[config.mk]
export PLATFORM = sky130hd
export DESIGN_NAME = alu_share_arbiter
export DESIGN_NICKNAME = d
export VERILOG_FILES = /design/src/rtl/alu_pkg.sv /design/src/rtl/alu_share_arbiter_rr_arbiter2.sv /design/src/rtl/alu_top.sv /design/src/rtl/alu_share_arbiter.sv
export SDC_FILE = /design/constraint.sdc
export NUM_CORES = 1
export LEC_CHECK = 0
export CAP_MARGIN = 25
export CORE_ASPECT_RATIO = 0.7
export CORE_MARGIN = 5
export CORE_UTILIZATION = 30
export CTS_CLUSTER_DIAMETER = 60
export DETAILED_ROUTE_END_ITERATION = 10
export PLACE_DENSITY_LB_ADDON = 0.05
export SLEW_MARGIN = 20
export SYNTH_ARGS = -nofsm -noshare
export SYNTH_HDL_FRONTEND = slang
export SYNTH_SLANG_ARGS = --single-unit
[constraint.sdc]
create_clock -name clk -period 4.3 [get_ports clk]
set_input_delay 0.645 -clock clk [delete_from_list [all_inputs] [get_ports clk]]
set_output_delay 0.645 -clock clk [all_outputs]
set_load 0.02 [all_outputs]
[src/rtl/alu_pkg.sv]
// alu_pkg: shared definitions for the ALU share arbiter slice.
//   OPC_R / OPC_I   : supported instruction opcodes
//   F7_ALT          : funct7 value selecting SUB / SRA / SRAI
//   alu_f3_e        : ALU funct3 operation encodings
//   alu_req_t       : packed request (operands, control fields, tag)
//   opcode_supported: true for R-type and I-type opcodes
package alu_pkg;

   localparam logic [6:0] OPC_R  = 7'b0110011;
   localparam logic [6:0] OPC_I  = 7'b0010011;
   localparam logic [6:0] F7_ALT = 7'b0100000;

   typedef enum logic [2:0] {
      ADD  = 3'd0,
      SLL  = 3'd1,
      SLT  = 3'd2,
      SLTU = 3'd3,
      XOR  = 3'd4,
      SRL  = 3'd5,
      OR   = 3'd6,
      AND  = 3'd7
   } alu_f3_e;

   // Request field widths; the arbiter's WIDTH / TAG_W defaults track these.
   localparam int unsigned REQ_WIDTH = 32;
   localparam int unsigned REQ_TAG_W = 4;

   typedef struct packed {
      logic [REQ_WIDTH-1:0] rs1;
      logic [REQ_WIDTH-1:0] rs2;
      logic [2:0]           funct3;
      logic [6:0]           funct7;
      logic [6:0]           opcode;
      logic [11:0]          imm;
      logic [4:0]           shamt;
      logic [REQ_TAG_W-1:0] tag;
   } alu_req_t;

   function automatic logic opcode_supported(input logic [6:0] opc);
      return (opc == OPC_R) || (opc == OPC_I);
   endfunction

endpackage

[src/rtl/alu_share_arbiter_rr_arbiter2.sv]
// rr_arbiter2: combinational two-way round-robin grant.
//   req  : request valids, bit N = port N
//   prio : port favoured when both request
//   en   : grants allowed this cycle
//   gnt  : one-hot grant, never set for a non-requesting port
module rr_arbiter2 (
   input  logic [1:0] req,
   input  logic       prio,
   input  logic       en,
   output logic [1:0] gnt
);

   always_comb begin
      gnt = '0;
      if (en) begin
         if (req == 2'b11) gnt = prio ? 2'b10 : 2'b01;
         else              gnt = req;
      end
   end

endmodule

[src/rtl/alu_top.sv]
// alu_top: combinational RV32I-style integer ALU.
//   clk, rst            : present for instance compatibility; no state inside
//   rs1, rs2            : operands (rs2 used by R-type only)
//   funct3, funct7      : operation select; funct7 == 0100000 picks SUB / SRA
//   opcode              : R-type or I-type; anything else sets err
//   imm, shamt          : I-type immediate (sign-extended) and shift amount
//   result              : ALU result, 0 when err
//   err                 : opcode unsupported
module alu_top
   import alu_pkg::*;
#(
   parameter int unsigned WIDTH = 32
) (
   input  logic             clk,
   input  logic             rst,
   input  logic [WIDTH-1:0] rs1,
   input  logic [WIDTH-1:0] rs2,
   input  logic [2:0]       funct3,
   input  logic [6:0]       funct7,
   input  logic [6:0]       opcode,
   input  logic [11:0]      imm,
   input  logic [4:0]       shamt,
   output logic [WIDTH-1:0] result,
   output logic             err
);

   logic             unused_clk_rst;
   logic             is_r;
   logic             is_i;
   logic             alt;
   logic [WIDTH-1:0] op_b;
   logic [4:0]       sh;

   assign unused_clk_rst = clk ^ rst;

   always_comb begin
      is_r   = (opcode == OPC_R);
      is_i   = (opcode == OPC_I);
      err    = !(is_r || is_i);
      alt    = (funct7 == F7_ALT);
      op_b   = is_r ? rs2 : {{(WIDTH-12){imm[11]}}, imm};
      sh     = is_r ? rs2[4:0] : shamt;
      result = '0;
      if (!err) begin
         case (alu_f3_e'(funct3))
            ADD:     result = (is_r && alt) ? (rs1 - op_b) : (rs1 + op_b);
            SLL:     result = rs1 << sh;
            SLT:     result = {{(WIDTH-1){1'b0}}, ($signed(rs1) < $signed(op_b))};
            SLTU:    result = {{(WIDTH-1){1'b0}}, (rs1 < op_b)};
            XOR:     result = rs1 ^ op_b;
            SRL:     result = alt ? $unsigned($signed(rs1) >>> sh) : (rs1 >> sh);
            OR:      result = rs1 | op_b;
            AND:     result = rs1 & op_b;
            default: result = '0;
         endcase
      end
   end

endmodule

[src/rtl/alu_share_arbiter.sv]
// alu_share_arbiter: shares one alu_top between the integer pipe (port 0)
// and the address-generation unit (port 1).
//   clk, rst (async, active-low)
//   pN_valid / pN_ready         : request handshake per port
//   pN_rs1 .. pN_shamt, pN_tag  : request operands, control and tag
//   rsp_valid / rsp_ready       : back-pressured response handshake
//   rsp_id, rsp_tag, rsp_data, rsp_err : response payload
// Two stages: issue register (IS) feeds the ALU combinationally, result
// register (RS) drives the response channel.
module alu_share_arbiter
   import alu_pkg::*;
#(
   parameter int unsigned WIDTH = REQ_WIDTH,
   parameter int unsigned TAG_W = REQ_TAG_W
) (
   input  logic             clk,
   input  logic             rst,

   input  logic             p0_valid,
   output logic             p0_ready,
   input  logic [WIDTH-1:0] p0_rs1,
   input  logic [WIDTH-1:0] p0_rs2,
   input  logic [2:0]       p0_funct3,
   input  logic [6:0]       p0_funct7,
   input  logic [6:0]       p0_opcode,
   input  logic [11:0]      p0_imm,
   input  logic [4:0]       p0_shamt,
   input  logic [TAG_W-1:0] p0_tag,

   input  logic             p1_valid,
   output logic             p1_ready,
   input  logic [WIDTH-1:0] p1_rs1,
   input  logic [WIDTH-1:0] p1_rs2,
   input  logic [2:0]       p1_funct3,
   input  logic [6:0]       p1_funct7,
   input  logic [6:0]       p1_opcode,
   input  logic [11:0]      p1_imm,
   input  logic [4:0]       p1_shamt,
   input  logic [TAG_W-1:0] p1_tag,

   output logic             rsp_valid,
   input  logic             rsp_ready,
   output logic             rsp_id,
   output logic [TAG_W-1:0] rsp_tag,
   output logic [WIDTH-1:0] rsp_data,
   output logic             rsp_err
);

   alu_req_t         p0_req;
   alu_req_t         p1_req;
   alu_req_t         is_req;
   logic             is_valid;
   logic             is_id;
   logic             prio;
   logic             rs_load;
   logic             is_free;
   logic [1:0]       gnt;
   logic [WIDTH-1:0] alu_result;
   logic             alu_err;

   always_comb begin
      p0_req        = '0;
      p0_req.rs1    = p0_rs1;
      p0_req.rs2    = p0_rs2;
      p0_req.funct3 = p0_funct3;
      p0_req.funct7 = p0_funct7;
      p0_req.opcode = p0_opcode;
      p0_req.imm    = p0_imm;
      p0_req.shamt  = p0_shamt;
      p0_req.tag    = p0_tag;

      p1_req        = '0;
      p1_req.rs1    = p1_rs1;
      p1_req.rs2    = p1_rs2;
      p1_req.funct3 = p1_funct3;
      p1_req.funct7 = p1_funct7;
      p1_req.opcode = p1_opcode;
      p1_req.imm    = p1_imm;
      p1_req.shamt  = p1_shamt;
      p1_req.tag    = p1_tag;
   end

   assign rs_load = is_valid && (!rsp_valid || rsp_ready);
   assign is_free = !is_valid || rs_load;

   // Gating with rst keeps both readies low throughout reset even though
   // the cleared IS would otherwise look free.
   rr_arbiter2 u_arb (
      .req  ({p1_valid, p0_valid}),
      .prio (prio),
      .en   (is_free && rst),
      .gnt  (gnt)
   );

   assign p0_ready = gnt[0];
   assign p1_ready = gnt[1];

   alu_top #(
      .WIDTH (WIDTH)
   ) u_alu (
      .clk    (clk),
      .rst    (1'b0),
      .rs1    (is_req.rs1),
      .rs2    (is_req.rs2),
      .funct3 (is_req.funct3),
      .funct7 (is_req.funct7),
      .opcode (is_req.opcode),
      .imm    (is_req.imm),
      .shamt  (is_req.shamt),
      .result (alu_result),
      .err    (alu_err)
   );

   // Issue stage and round-robin pointer.
   always_ff @(posedge clk or negedge rst) begin
      if (!rst) begin
         is_valid <= 1'b0;
         is_id    <= 1'b0;
         is_req   <= '0;
         prio     <= 1'b0;
      end else if (|gnt) begin
         is_valid <= 1'b1;
         is_id    <= gnt[1];
         is_req   <= gnt[1] ? p1_req : p0_req;
         prio     <= gnt[0];
      end else if (rs_load) begin
         is_valid <= 1'b0;
      end
   end

   // Result stage.
   always_ff @(posedge clk or negedge rst) begin
      if (!rst) begin
         rsp_valid <= 1'b0;
         rsp_id    <= 1'b0;
         rsp_tag   <= '0;
         rsp_data  <= '0;
         rsp_err   <= 1'b0;
      end else if (rs_load) begin
         rsp_valid <= 1'b1;
         rsp_id    <= is_id;
         rsp_tag   <= is_req.tag;
         rsp_data  <= alu_result;
         rsp_err   <= alu_err;
      end else if (rsp_ready) begin
         rsp_valid <= 1'b0;
      end
   end

endmodule

# Word-level counts from Yosys, hierarchy flattened
# Index checks and enable logic that the tools add are counted.
dict set report word_totals {
  ff_bits 144
  input_bits 209
  elab_cells 64
  output_inout_bits 41
}
dict set report op_classes {
  n_shift 3
  bitwise_logic 3
  n_reduce_logical 13
  eq_ne 11
  order_cmp 2
  add_sub_neg 2
  n_mux 14
}
# cell n
set op_table {}
lappend op_table {{$pmux W32 S8} 1}
lappend op_table {{$mux W32} 4}
lappend op_table {{$mux W102} 1}
lappend op_table {{$lt A32 B32 Y1} 2}
lappend op_table {{$add A32 B32 Y32} 1}
lappend op_table {{$and A32 B32 Y32} 1}
lappend op_table {{$or A32 B32 Y32} 1}
lappend op_table {{$shl A32 B5 Y32} 1}
lappend op_table {{$shr A32 B5 Y32} 1}
lappend op_table {{$sshr A32 B5 Y32} 1}
lappend op_table {{$sub A32 B32 Y32} 1}
lappend op_table {{$xor A32 B32 Y32} 1}
lappend op_table {{$eq A7 B6 Y1 const B} 2}
lappend op_table {{$eq A3 B3 Y1 const B} 4}
lappend op_table {{$eq A7 B5 Y1 const B} 1}
lappend op_table {{$eq A3 B2 Y1 const B} 2}
lappend op_table {{$mux W2} 3}
lappend op_table {{$mux W5} 1}
lappend op_table {{$mux W1} 4}
lappend op_table {{$reduce_bool A2 Y1} 2}
lappend op_table {{$eq A3 B1 Y1 const B} 1}
lappend op_table {{$logic_and A1 B1 Y1} 3}
lappend op_table {{$logic_not A1 Y1} 3}
lappend op_table {{$logic_not A3 Y1} 1}
lappend op_table {{other kinds (3)} 5}

# Longest topological paths before layout
dict set report logic_depth {
  depth_word 8
  ltp_mapped 20
  mapped_depth_nobuf 16
}

# Hierarchy
# Synthesis repeated with hierarchy kept, for this count alone.
dict set report hier_totals {
  cells_unflattened 2036
  area_unflattened_um2 15716.3
}
# mod cells_per_inst n_inst seq_area_each_um2 area_per_inst_um2
set by_module_without_submodules {}
lappend by_module_without_submodules {alu_top 1493 1 0.0 9330.2}
lappend by_module_without_submodules {alu_share_arbiter 538 1 3603.5 6364.9}
lappend by_module_without_submodules {rr_arbiter2 5 1 0.0 21.3}

# Least setup slack after synthesis
# OpenSTA, ideal clock, no wires.
dict set report synth_timing {
  kind {flip-flop to flip-flop}
  from {reg is_req[23] in the netlist's numbering}
  to {reg rsp_data[19]}
  setup_ns 0.122
  setup_slack_ns -0.176
  synth_period_minus_slack_ns 4.476
  arrival_ns 4.355
  path_buffers 4
  stages_incl_launch_ff 20
  cell_sequence {dfrtp_1 -> nand4bb_1 -> buf_4 -> nor3_2 -> clkbuf_1 -> clkbuf_1 -> nand2_1 -> nand2_1 -> inv_1 -> ha_1 -> buf_2 -> nor2b_1 -> or3_1 -> a31oi_2 -> a2111oi_1 -> o31ai_1 -> a21oi_1 -> o311a_1 -> or4_1 -> a32o_1}
}
dict set report synth_via {
  elab_chain_len 6
}
# element line
set synth_rtl {}
lappend synth_rtl {{from (decl)} alu_share_arbiter.sv:51} ;# alu_req_t is_req;
lappend synth_rtl {{from (signal assigned)} alu_share_arbiter.sv:124} ;# is_req <= gnt[1] ? p1_req : p0_req;
lappend synth_rtl {{$eq A7 B6 Y1} alu_top.sv:37} ;# is_r = (opcode == OPC_R);
lappend synth_rtl {{$mux W32 or $mux W5 (tied branches)} {alu_top.sv:41, alu_top.sv:42}}
lappend synth_rtl {{$add A32 B32 Y32 (tied with other cells)} alu_top.sv:46} ;# ADD: result = (is_r && alt) ? (rs1 - op_b) : (rs1 + op_b);
lappend synth_rtl {{$mux W32 (on tied branches)} {alu_top.sv:46, alu_top.sv:51}}
lappend synth_rtl {{$pmux W32 S8} alu_top.sv:45} ;# case (alu_f3_e'(funct3))
lappend synth_rtl {{$mux W32 *} alu_top.sv:44} ;# if (!err) begin
lappend synth_rtl {{to (signal assigned)} alu_share_arbiter.sv:143} ;# rsp_data <= alu_result;
lappend synth_rtl {{to (decl)} alu_share_arbiter.sv:45} ;# output logic [WIDTH-1:0] rsp_data,
# Every way passes the cells marked *; elsewhere a longest branch is shown, timed or not.
# A chain may end at the register's enable or synchronous reset.

# Worst setup path in the final report
# Ends and elaborated chain as after synthesis.

==> metrics.cfg <==
[cts]
cts-root-buf = clkbuf_16
clk_pin_slew_ns = 0.08
htree_levels = 4
tritoncts = done
clock_path_buffers = 2
cts_buffers = 17
insertion_delay_ns = 0.48
cts_sinks = 144

[synthesis]
synth-xor-area-share = 0.0114
synth_edf_count = 0
synth.net_count = 2584
yosysSeqAreaShare = 0.223
synthMuxAreaShare = 0.0522
async_flop_share = 1.00
syn_area_mm2 = 0.0162
synth-simple-area-share = 0.233
synth-compound-area-share = 0.331
ys_ff_latch = 144
synth.avg_cell_area_um2 = 7.11
synth_warnings = 0
syn_inst = 2277
ys_types = 94
synth_top_family_by_area = compound AO/OA/AOI/OAI gates
synthAdderAreaFrac = 0.0767
synth_flop_cell = dfrtp_1

[global_routing]
grtUsageTotal = 0.330
antenna_found_initial = 4
grt_start_max_net_pins = 208
grt_pass1_wl_mm = 141
first_global_vias = 19300
gr-total-overflow = 0

[timing]
fin_skew_ns = 0.0131
hold_ws_ns = 0.488
setup_viol = 0
rsz0062_at_grt = true
hold_violations = 0
max_freq_mhz = 240
worst_pin_slew_ns = 1.07
finalMaxSlewViolations = 0
maxSlewHeadroom = 0.278
period_needed_ns = 4.17
finalCritPeriodShare = 0.971

[detailed_routing]
num_vias = 20300
drc = 0
finalWirelength_mm = 99.9
via_per_inst = 6.10
ant_nets = 0
drtIter0Drc = 2943
drt_pass1_iterations = 6
wl_per_cell_um = 30.0

[final_layout]
area_growth_pct = 32.9
layout_common_cells = nand2_1, clkdlybuf4s50_1, nor2_1
layout-drive-gt1-share = 0.136
antennaDiodeCount = 0
final_cells = 3328
seq_area_mm2 = 0.00360
nNetsFinal = 2893
final_common_cell = nand2_1
multi_input_area_mm2 = 0.0117
nFillCells = 5637

[setup_path]
critPathKind = flop to flop
worst_setup_path_end_kind = flop
cp_max_fo = 7
cp-startpoint = is_req[23]$_DFFE_PN0P_
crit_arrival_ns = 4.55
critPathLaunchType = flop
required_ns = 4.67
r2r-start = is_req[23]$_DFFE_PN0P_

[die]
start_util = 0.302
die_area_mm2 = 0.0588
die_h_um = 204
rows = 71
pin_count = 250
fp.dieW_um = 288
coreArea_mm2 = 0.0536

[placement]
io_buffer_count = 249
hpwl_mm = 79.3
place.gp.congestion = 1.06
dp.cells = 3292

[hold_path]
min-delay-start = is_id$_DFFE_PN0P_
holdCritPathClass = flop to flop

[power]
p_leak_nw = 9.16
power.density_mw_per_mm2 = 578
ir_worst_vdd_uv = 323
total_power_mw = 12.4

[run_status]
status = finished, final reports clean

[job]
max_cap_violations = 0

metrics by stage:
step / worst slack [ns] / TNS [ns] / utilization / instance area [µm²]
global route: -0.0367 / -0.0422 / 0.401 / 21500
CTS: 0.000458 / 0 / 0.397 / 21300
finish: 0.126 / 0 / 0.401 / 21500
global placement: 0.0583 / 0 / 0.385 / 20600
detailed placement: 0.0119 / 0 / 0.385 / 20600
floorplan: -0.0239 / -0.0239 / - / 16200
cells by family (layout without fill, tap and decap cells):
logic type,Yosys count,in the layout
AOI/OAI and AO/OA,786,786
xor gates and xnor gates,21,21
adders and majority gates,98,98
buffers and inverters,290,611
DFF,144,144
muxes,78,78
and+or+nand+nor,860,860
layout make-up:
| cell class | count | share of cell area |
|---|---|---|
| Clock inverter | 12 | 0.00844 |
| Clock buffer | 19 | 0.0206 |
| Multi-Input combinational cell | 1843 | 0.543 |
| Tap cell | 730 | 0.0425 |
| Inverter | 104 | 0.0182 |
| Sequential cell | 144 | 0.168 |
| Timing Repair Buffer | 476 | 0.200 |
power by group:
group | total, mW | switching, mW | internal [mW]
Combinational | 8.70 | 5.63 | 3.08
Clock | 1.72 | 0.730 | 0.989
Sequential | 2.01 | 0.389 | 1.63
cells in the mapped netlist, types with 7 or more instances:
cell       instances  area share
nand2_1          401       0.093
nor2_1           223       0.052
a21oi_1          155       0.048
dfrtp_1          144        0.22
o21ai_0          129       0.040
a31oi_1          127       0.049
clkbuf_1         117       0.027
inv_1            102       0.024
ha_1              96       0.074
nand3_1           68       0.021
mux2i_1           63       0.039
a211oi_1          44       0.020
buf_2             43       0.013
nor3_1            36       0.011
nand2b_1          35       0.014
a21o_1            32       0.015
a311oi_1          30       0.016
a2111oi_0         28       0.015
o211ai_1          27       0.013
o31ai_1           23       0.011
a22oi_1           17      0.0079
buf_1             17      0.0039
o22ai_1           17      0.0066
and2_1            16      0.0062
and3_1            14      0.0054
o21bai_1          14      0.0065
a32oi_1           13      0.0070
nand4_1           13      0.0050
xnor2_1           13      0.0070
a221oi_1          11      0.0060
mux2_2            11      0.0077
nor4_1            11      0.0043
o221ai_1          10      0.0054
a211o_1            9      0.0049
a21boi_0           9      0.0042
nor2b_1            9      0.0035
o2111ai_1          8      0.0043
xor2_1             8      0.0043
buf_4              7      0.0032
flip-flops by register name, indices dropped and copies added (netlist names):
| signal | flops |
|---|---|
| is_req | 102 |
| is_id | 1 |
| is_valid | 1 |
| rsp_tag | 4 |
| rsp_id | 1 |
| rsp_valid | 1 |
| prio | 1 |
| rsp_err | 1 |
| rsp_data | 32 |
per-layer routing:
layer | GRT usage | wire length, µm
met2 | 0.475 | 40500
met3 | 0.0904 | 10800
met5 | 0 | 0
met1 | 0.486 | 45700
met4 | 0.0823 | 2890
worst max-delay path: stages, from the launching register on:
cell and delay [ns]:
dfrtp_1 0.40, nand4bb_4 0.23, buf_4 0.16, nor3_4 0.18, buf_12 0.15, nand2_1 0.05, nand2_1 0.09, inv_1 0.07
ha_1 0.29, nor2b_1 0.16, or3_4 0.39, a31oi_4 0.19, a2111oi_1 0.13, buf_4 0.17, o31ai_1 0.24, a21oi_1 0.13
o311a_1 0.32, or4_1 0.47, a32o_1 0.25
final timing paths:
check | slack, ns | to | cells after the start
setup / recovery | 0.13 | rsp_data[19]$_DFFE_PN0P_ | 18
hold reg to reg | 0.49 | is_id$_DFFE_PN0P_ | 2
max in group asynchronous | 2.60 | rsp_data[25]$_DFFE_PN0P_ | 3
hold / removal | 0.49 | is_id$_DFFE_PN0P_ | 2
min in group asynchronous | 0.55 | prio$_DFFE_PN0P_ | 2
setup reg to reg | 0.13 | rsp_data[19]$_DFFE_PN0P_ | 18
what timing repair did:
item                       CTS  global route
setup endpoints to repair    0            20
setup buffers                0             4
resized for setup            0            42
hold endpoints to repair     4             0
hold buffers                 1             0
No activity file was read; power rests on OpenSTA's default activity.
